===== src/rtl/chip8_pkg.sv =====
`default_nettype none
// +----------------------------------------------------------------------------+
// | Module   : chip8_pkg                                                       |
// | Purpose  : Shared types and the physical keypad layout for the CHIP-8      |
// |            keypad scanner.                                                 |
// | Contents : key_idx_t - 4-bit CHIP-8 key index                              |
// |            KEY_TABLE - (row, col) -> key map, position p = row*4 + col     |
// |            key_at()  - look up the key at a physical position              |
// | Revision : 1.0 - initial release                                           |
// +----------------------------------------------------------------------------+
package chip8_pkg;

  typedef logic [3:0] key_idx_t;

  // Nibble p holds the key at position p = row*4 + col. Rows top-down:
  //   r0 = 1 2 3 C   r1 = 4 5 6 D   r2 = 7 8 9 E   r3 = A 0 B F
  localparam logic [63:0] KEY_TABLE = {
    4'hF, 4'hB, 4'h0, 4'hA,
    4'hE, 4'h9, 4'h8, 4'h7,
    4'hD, 4'h6, 4'h5, 4'h4,
    4'hC, 4'h3, 4'h2, 4'h1
  };

  function automatic key_idx_t key_at(input int p);
    return KEY_TABLE[p*4 +: 4];
  endfunction

endpackage
`default_nettype wire


===== src/rtl/chip8_key_debounce.sv =====
`default_nettype none
// +----------------------------------------------------------------------------+
// | Module   : chip8_key_debounce                                              |
// | Purpose  : Debounce a single key from periodic scan samples.               |
// | Ports    : clk       - system clock                                        |
// |            reset_n   - synchronous active-low reset                        |
// |            sample_i  - one-cycle strobe: raw_i is a valid scan sample       |
// |            raw_i     - sampled key level (1 = pressed)                     |
// |            state_o   - debounced key level                                 |
// |            rise_o    - high in the sample cycle that makes state_o rise    |
// | Revision : 1.0 - initial release                                           |
// +----------------------------------------------------------------------------+
module chip8_key_debounce #(
  parameter int DEBOUNCE_SCANS = 4
) (
  input  logic clk,
  input  logic reset_n,
  input  logic sample_i,
  input  logic raw_i,
  output logic state_o,
  output logic rise_o
);

  localparam int CNT_W = $clog2(DEBOUNCE_SCANS + 1);

  logic             state_q, state_d;
  logic [CNT_W-1:0] cnt_q, cnt_d;
  logic             w_last;

  // This sample is the final disagreeing one needed to flip the state.
  assign w_last = (cnt_q == CNT_W'(DEBOUNCE_SCANS - 1));

  always_comb begin
    state_d = state_q;
    cnt_d   = cnt_q;
    if (sample_i) begin
      if (raw_i == state_q) begin
        cnt_d = '0;
      end else if (w_last) begin
        state_d = ~state_q;
        cnt_d   = '0;
      end else begin
        cnt_d = cnt_q + CNT_W'(1);
      end
    end
  end

  always_ff @(posedge clk) begin
    if (!reset_n) begin
      state_q <= 1'b0;
      cnt_q   <= '0;
    end else begin
      state_q <= state_d;
      cnt_q   <= cnt_d;
    end
  end

  assign state_o = state_q;
  assign rise_o  = sample_i & raw_i & ~state_q & w_last;

endmodule
`default_nettype wire


===== src/rtl/chip8_keypad_scan.sv =====
`default_nettype none
// +----------------------------------------------------------------------------+
// | Module   : chip8_keypad_scan                                               |
// | Purpose  : Scan a 4x4 matrix keypad, debounce each key and report the      |
// |            CHIP-8 key state plus a press event.                            |
// | Ports    : clk         - system clock, rising edge                         |
// |            reset_n     - synchronous active-low reset                      |
// |            col_out     - column drive, active-low, one bit low             |
// |            row_in      - row sense, active-low, asynchronous               |
// |            key_pressed - debounced state, bit k = key k held               |
// |            key_event   - one-cycle pulse when any key_pressed bit rises    |
// |            key_code    - lowest key that rose at the last key_event        |
// | Config   : KEYPAD_SYNC_EN - when defined, row_in passes through a 2-flop   |
// |            synchronizer before sampling.                                   |
// | Revision : 1.0 - initial release                                           |
// +----------------------------------------------------------------------------+
module chip8_keypad_scan
  import chip8_pkg::*;
#(
  parameter int SCAN_DIV       = 1000,
  parameter int DEBOUNCE_SCANS = 4
) (
  input  logic        clk,
  input  logic        reset_n,
  output logic [3:0]  col_out,
  input  logic [3:0]  row_in,
  output logic [15:0] key_pressed,
  output logic        key_event,
  output logic [3:0]  key_code
);

  localparam int DIV_W = $clog2(SCAN_DIV);

  logic [1:0]       col_q, col_d;
  logic [DIV_W-1:0] div_q, div_d;
  logic             event_q;
  key_idx_t         code_q;
  logic             w_sample;
  logic [3:0]       w_rows;
  logic [15:0]      w_pos_state, w_pos_rise;
  logic [15:0]      w_key_state, w_key_rise;
  logic             w_any_rise;
  key_idx_t         w_code;

`ifdef KEYPAD_SYNC_EN
  logic [3:0] sync1_q, sync2_q;

  always_ff @(posedge clk) begin
    if (!reset_n) begin
      sync1_q <= 4'b1111;
      sync2_q <= 4'b1111;
    end else begin
      sync1_q <= row_in;
      sync2_q <= sync1_q;
    end
  end

  assign w_rows = sync2_q;
`else
  assign w_rows = row_in;
`endif

  // The last divider cycle of a column is the sample cycle; its closing edge
  // updates the debouncers and advances the column together.
  assign w_sample = (div_q == DIV_W'(SCAN_DIV - 1));

  always_comb begin
    col_d = col_q;
    div_d = div_q + DIV_W'(1);
    if (w_sample) begin
      div_d = '0;
      col_d = col_q + 2'd1;
    end
  end

  always_ff @(posedge clk) begin
    if (!reset_n) begin
      col_q   <= 2'd0;
      div_q   <= '0;
      event_q <= 1'b0;
      code_q  <= '0;
    end else begin
      col_q   <= col_d;
      div_q   <= div_d;
      event_q <= w_any_rise;
      if (w_any_rise) begin
        code_q <= w_code;
      end
    end
  end

  assign col_out = ~(4'b0001 << col_q);

  // One debouncer per physical position; only the driven column samples.
  for (genvar r = 0; r < 4; r++) begin : g_row
    for (genvar c = 0; c < 4; c++) begin : g_col
      chip8_key_debounce #(
        .DEBOUNCE_SCANS (DEBOUNCE_SCANS)
      ) u_db (
        .clk      (clk),
        .reset_n  (reset_n),
        .sample_i (w_sample && (col_q == 2'(c))),
        .raw_i    (~w_rows[r]),
        .state_o  (w_pos_state[r*4+c]),
        .rise_o   (w_pos_rise[r*4+c])
      );
    end
  end

  // Re-order from physical position to CHIP-8 key index.
  always_comb begin
    w_key_state = '0;
    w_key_rise  = '0;
    for (int p = 0; p < 16; p++) begin
      w_key_state[key_at(p)] = w_pos_state[p];
      w_key_rise[key_at(p)]  = w_pos_rise[p];
    end
  end

  // Priority to the lowest index: scan downward so the lowest hit wins.
  always_comb begin
    w_any_rise = |w_key_rise;
    w_code     = '0;
    for (int k = 15; k >= 0; k--) begin
      if (w_key_rise[k]) begin
        w_code = key_idx_t'(k);
      end
    end
  end

  assign key_pressed = w_key_state;
  assign key_event   = event_q;
  assign key_code    = code_q;

endmodule
`default_nettype wire


===== config.mk =====
export PLATFORM = sky130hd
export DESIGN_NAME = chip8_keypad_scan
export DESIGN_NICKNAME = d
export VERILOG_FILES = /design/src/rtl/chip8_pkg.sv /design/src/rtl/chip8_key_debounce.sv /design/src/rtl/chip8_keypad_scan.sv
export SDC_FILE = /design/constraint.sdc
export NUM_CORES = 1
export LEC_CHECK = 0
export CAP_MARGIN = 40
export CELL_PAD_IN_SITES_DETAIL_PLACEMENT = 0
export CELL_PAD_IN_SITES_GLOBAL_PLACEMENT = 1
export CORE_ASPECT_RATIO = 1.4
export CORE_MARGIN = 2
export CORE_UTILIZATION = 48
export DETAILED_ROUTE_END_ITERATION = 6
export HOLD_SLACK_MARGIN = 0.03
export PLACE_DENSITY_LB_ADDON = 0.1
export SLEW_MARGIN = 25
export SYNTH_ARGS = -nofsm -noshare
export SYNTH_HDL_FRONTEND = slang
export SYNTH_SLANG_ARGS = --single-unit

===== constraint.sdc =====
create_clock -name clk -period 3.1 [get_ports clk]
set_clock_uncertainty 0.05 [all_clocks]
set_input_delay 0.31 -clock clk [delete_from_list [all_inputs] [get_ports clk]]
set_output_delay 0.31 -clock clk [all_outputs]
set_load 0.01 [all_outputs]

==> flow_metrics.py <==
metrics = {
    "synth": {
        "synth_top_area_frac": 0.3821,
        "async_flop_share": 0,
        "synth-edff-count": 0,
        "dominantRegCellSynth": "dfxtp_1",
        "syn-cell-area_um2": 4244,
        "synth_area_per_cell_um2": 8.387,
        "synthMostInstantiatedCell": "dfxtp_1",
        "synth_top_area_cell": "dfxtp_1",
        "synthesis.nets": 533,
        "yosys_warnings": 0,
        "ys_ff_latch": 81,
        "netlist_top_cells_area": "dfxtp_1 38%, ha_1 6.2%, a21boi_0 6.0%, nand2_1 5.7%, nand2b_1 4.1%",
        "yosysSeqAreaShare": 0.3821,
        "synthTopCellsByCount": "81 x dfxtp_1, 65 x nand2_1, 34 x a21boi_0, 34 x a21oi_1, 28 x nand2b_1",
        "synthCells": 506,
        "synthDistinctLibCells": 43,
    },
    "cells_and_area": {
        "fillers": 815,
        "diodes": 0,
        "syn_to_final_growth_pct": 13.50,
        "final_cell_area_um2": 4817,
        "final_nets": 548,
        "drive_gt1_frac": 0.07238,
    },
    "placed_design": {
        "gp_congestion": 0.8086,
        "pre_cts_slack_ps": 441.7,
        "portBuffers": 30,
        "dp_hpwl_um": 6894,
        "placed_area_um2": 4534,
    },
    "power_and_ir_drop": {
        "peakVddDrop_mv": 0.3762,
        "total_power_mw": 2.125,
        "pwr_density_cell_nw_per_um2": 441.2,
        "p_leak_nw": 1.800,
    },
    "sta": {
        "fin_setup_tns_ps": 0,
        "worst_pin_slew_ps": 807.0,
        "fmax_mhz": 402.9,
        "rsz0062_at_grt": "no",
        "setup_ws_ps": 617.7,
        "fin_crit_sh": 0.8007,
        "setup_viol": 0,
        "maxSlewHeadroom": 0.4620,
        "hold_viol": 0,
        "drv_slew": 0,
        "min_period_ps": 2482,
    },
    "critical_path": {
        "cp.depth": 9,
        "crit_chain": "inv_1, ha_1, inv_1, nor4_1, buf_4, nor4_1, nor2b_1, nand2_1, and3_1",
        "worst_ep_required_time_ps": 3280,
        "r2r_cells": 9,
        "cpMaxStageDelayCell": "nor4_1",
        "reg2reg_slack_ps": 620,
        "cp_top_family": "simple AND/OR/NAND/NOR gates",
        "cp_num_buf_inv": 3,
        "crit_fanout": 10,
        "crit_start": "col_q[1]",
        "start_kind": "register",
        "r2r_end": "key_event",
        "r2r-start": "col_q[1]",
        "critical-path-max-stage-delay_ps": 620,
        "path_class": "register to register",
        "end_kind": "register",
        "cp.arrival_ps": 2660,
        "endpoint": "key_event",
    },
    "global_routing": {
        "grtUsageMet1": 0.2522,
        "grt_max_degree": 50,
        "grt_pass1_vias": 3388,
        "grtUsageTotal": 0.2097,
        "grt_pass1_wl_um": 16270,
        "met3_usage": 0.04451,
        "antenna_found_initial": 0,
        "grtUsageMet2": 0.3672,
        "grt.busiest_layer": "met2",
        "overflow": 0,
    },
    "clock_tree": {
        "cts_buffers": 9,
        "h-tree-depth": 3,
        "insertion_delay_ps": 330,
        "ctsHoldBuffers": 0,
        "cts_resized": 0,
        "root_buffer": "clkbuf_16",
        "cts_tree": "built",
        "postCtsSetupBuffers": 0,
        "cts_buffer_depth": 2,
        "cts.sinks": 81,
        "path_clk_slew_ps": 60,
    },
    "detailed_routing": {
        "antenna_left": 0,
        "vias": 3501,
        "wl_per_cell_um": 15.14,
        "avgViaCountPerCell": 5.557,
        "dr.pass1.iters": 5,
        "wl_um": 9537,
        "drt_iter0_markers": 176,
        "drc": 0,
    },
    "die": {
        "dieArea_um2": 9621,
        "rows": 40,
        "ios": 31,
        "die-width_um": 83.47,
        "core_area_um2": 8608,
        "die_h_um": 115.3,
        "start_util": 0.4930,
    },
    "min_path": {
        "hold_path_class": "register to register",
    },
    "status": {
        "status": "complete, no violations",
    },
    "flow_run": {
        "drv_cap": 0,
    },
}
## power by group
part	total [mW]	internal (mW)	switching (mW)
sequential	1.05	1.04	0.00337
clock	1.00	0.602	0.400
combinational	0.0747	0.0300	0.0448
## logic make-up after synthesis
| family | synth area share |
|---|---|
| AO/OA/AOI/OAI | 0.1480 |
| XOR/XNOR | 0.05159 |
| adder cells (fa/ha/maj) | 0.06191 |
| buffers and inverters | 0.05867 |
| flip-flops | 0.3821 |
| AND/OR/NAND/NOR | 0.2978 |
## state kept, by name, summed over array words and instances, names as in the netlist
register                  cells
col_q                         2
div_q                        10
g_row.g_col.u_db.cnt_q       48
g_row.g_col.u_db.state_o     16
key_code                      4
key_event                     1
## per-stage QoR
stage	utilization	hold WS, ps	std cells
global placement	0.5267	363.2	615
floorplan	-	356.9	506
detailed placement	0.5267	369.1	615
global route	0.5596	399.2	630
CTS	0.5596	378.6	630
finish	0.5596	378.0	630
## placed cells by master, fill, tap and decap left out, drive strengths merged, types with 8 or more instances in the layout
| cell | n |
|---|---|
| dfxtp | 81 |
| nand4 | 16 |
| nand2 | 65 |
| nor2 | 23 |
| inv | 8 |
| o21ai | 15 |
| nor3 | 14 |
| and3 | 12 |
| or3 | 13 |
| nand3 | 23 |
| buf | 12 |
| xnor2 | 20 |
| nor2b | 18 |
| ha | 21 |
| clkdlybuf4s50 | 29 |
| a21boi | 34 |
| clkbuf | 13 |
| a21oi | 34 |
| nand2b | 28 |
## layout make-up
cell class	instances	area, um^2	area share
well taps	105	131.4	0.02727
multi-input cells	380	2374	0.4927
clock inverters	2	12.51	0.002597
repair buffers	41	377.9	0.07844
clock buffers	13	270.3	0.05610
inverters	8	30.03	0.006234
flip-flops and latches	81	1622	0.3366
## routing by layer
metal  routed length, um  part of all wire  vias to the layer above
met5                   0                 0                        -
met4                 212             0.022                        0
met3                 308             0.032                       13
met2                4708              0.49                       48
met1                4307              0.45                     1650
li1                    -                 -                     1790
## worst reg2reg max path, stage by stage (launching register included)
cell,delay [ps]
dfxtp_1,370
inv_1,80
ha_1,310
inv_1,190
nor4_1,80
buf_4,150
nor4_1,620
nor2b_1,290
nand2_1,70
and3_1,170
## how the worst min path moves through the flow
stage | from | to | slack (ps) | cells after the start
CTS | g_row[2].g_col[1].u_db.cnt_q[2] | g_row[2].g_col[1].u_db.cnt_q[2] | 380 | 2
detailed placement | g_row[2].g_col[1].u_db.cnt_q[2] | g_row[2].g_col[1].u_db.cnt_q[2] | 370 | 2
finish | g_row[3].g_col[2].u_db.cnt_q[2] | g_row[3].g_col[2].u_db.cnt_q[2] | 380 | 2
global route | g_row[1].g_col[1].u_db.cnt_q[2] | g_row[1].g_col[1].u_db.cnt_q[2] | 400 | 2
global placement | g_row[3].g_col[2].u_db.cnt_q[2] | g_row[3].g_col[2].u_db.cnt_q[2] | 360 | 2
floorplan | g_row[0].g_col[3].u_db.cnt_q[2] | g_row[0].g_col[3].u_db.cnt_q[2] | 360 | 2
Note: power is estimated with default switching activity, not from simulation.
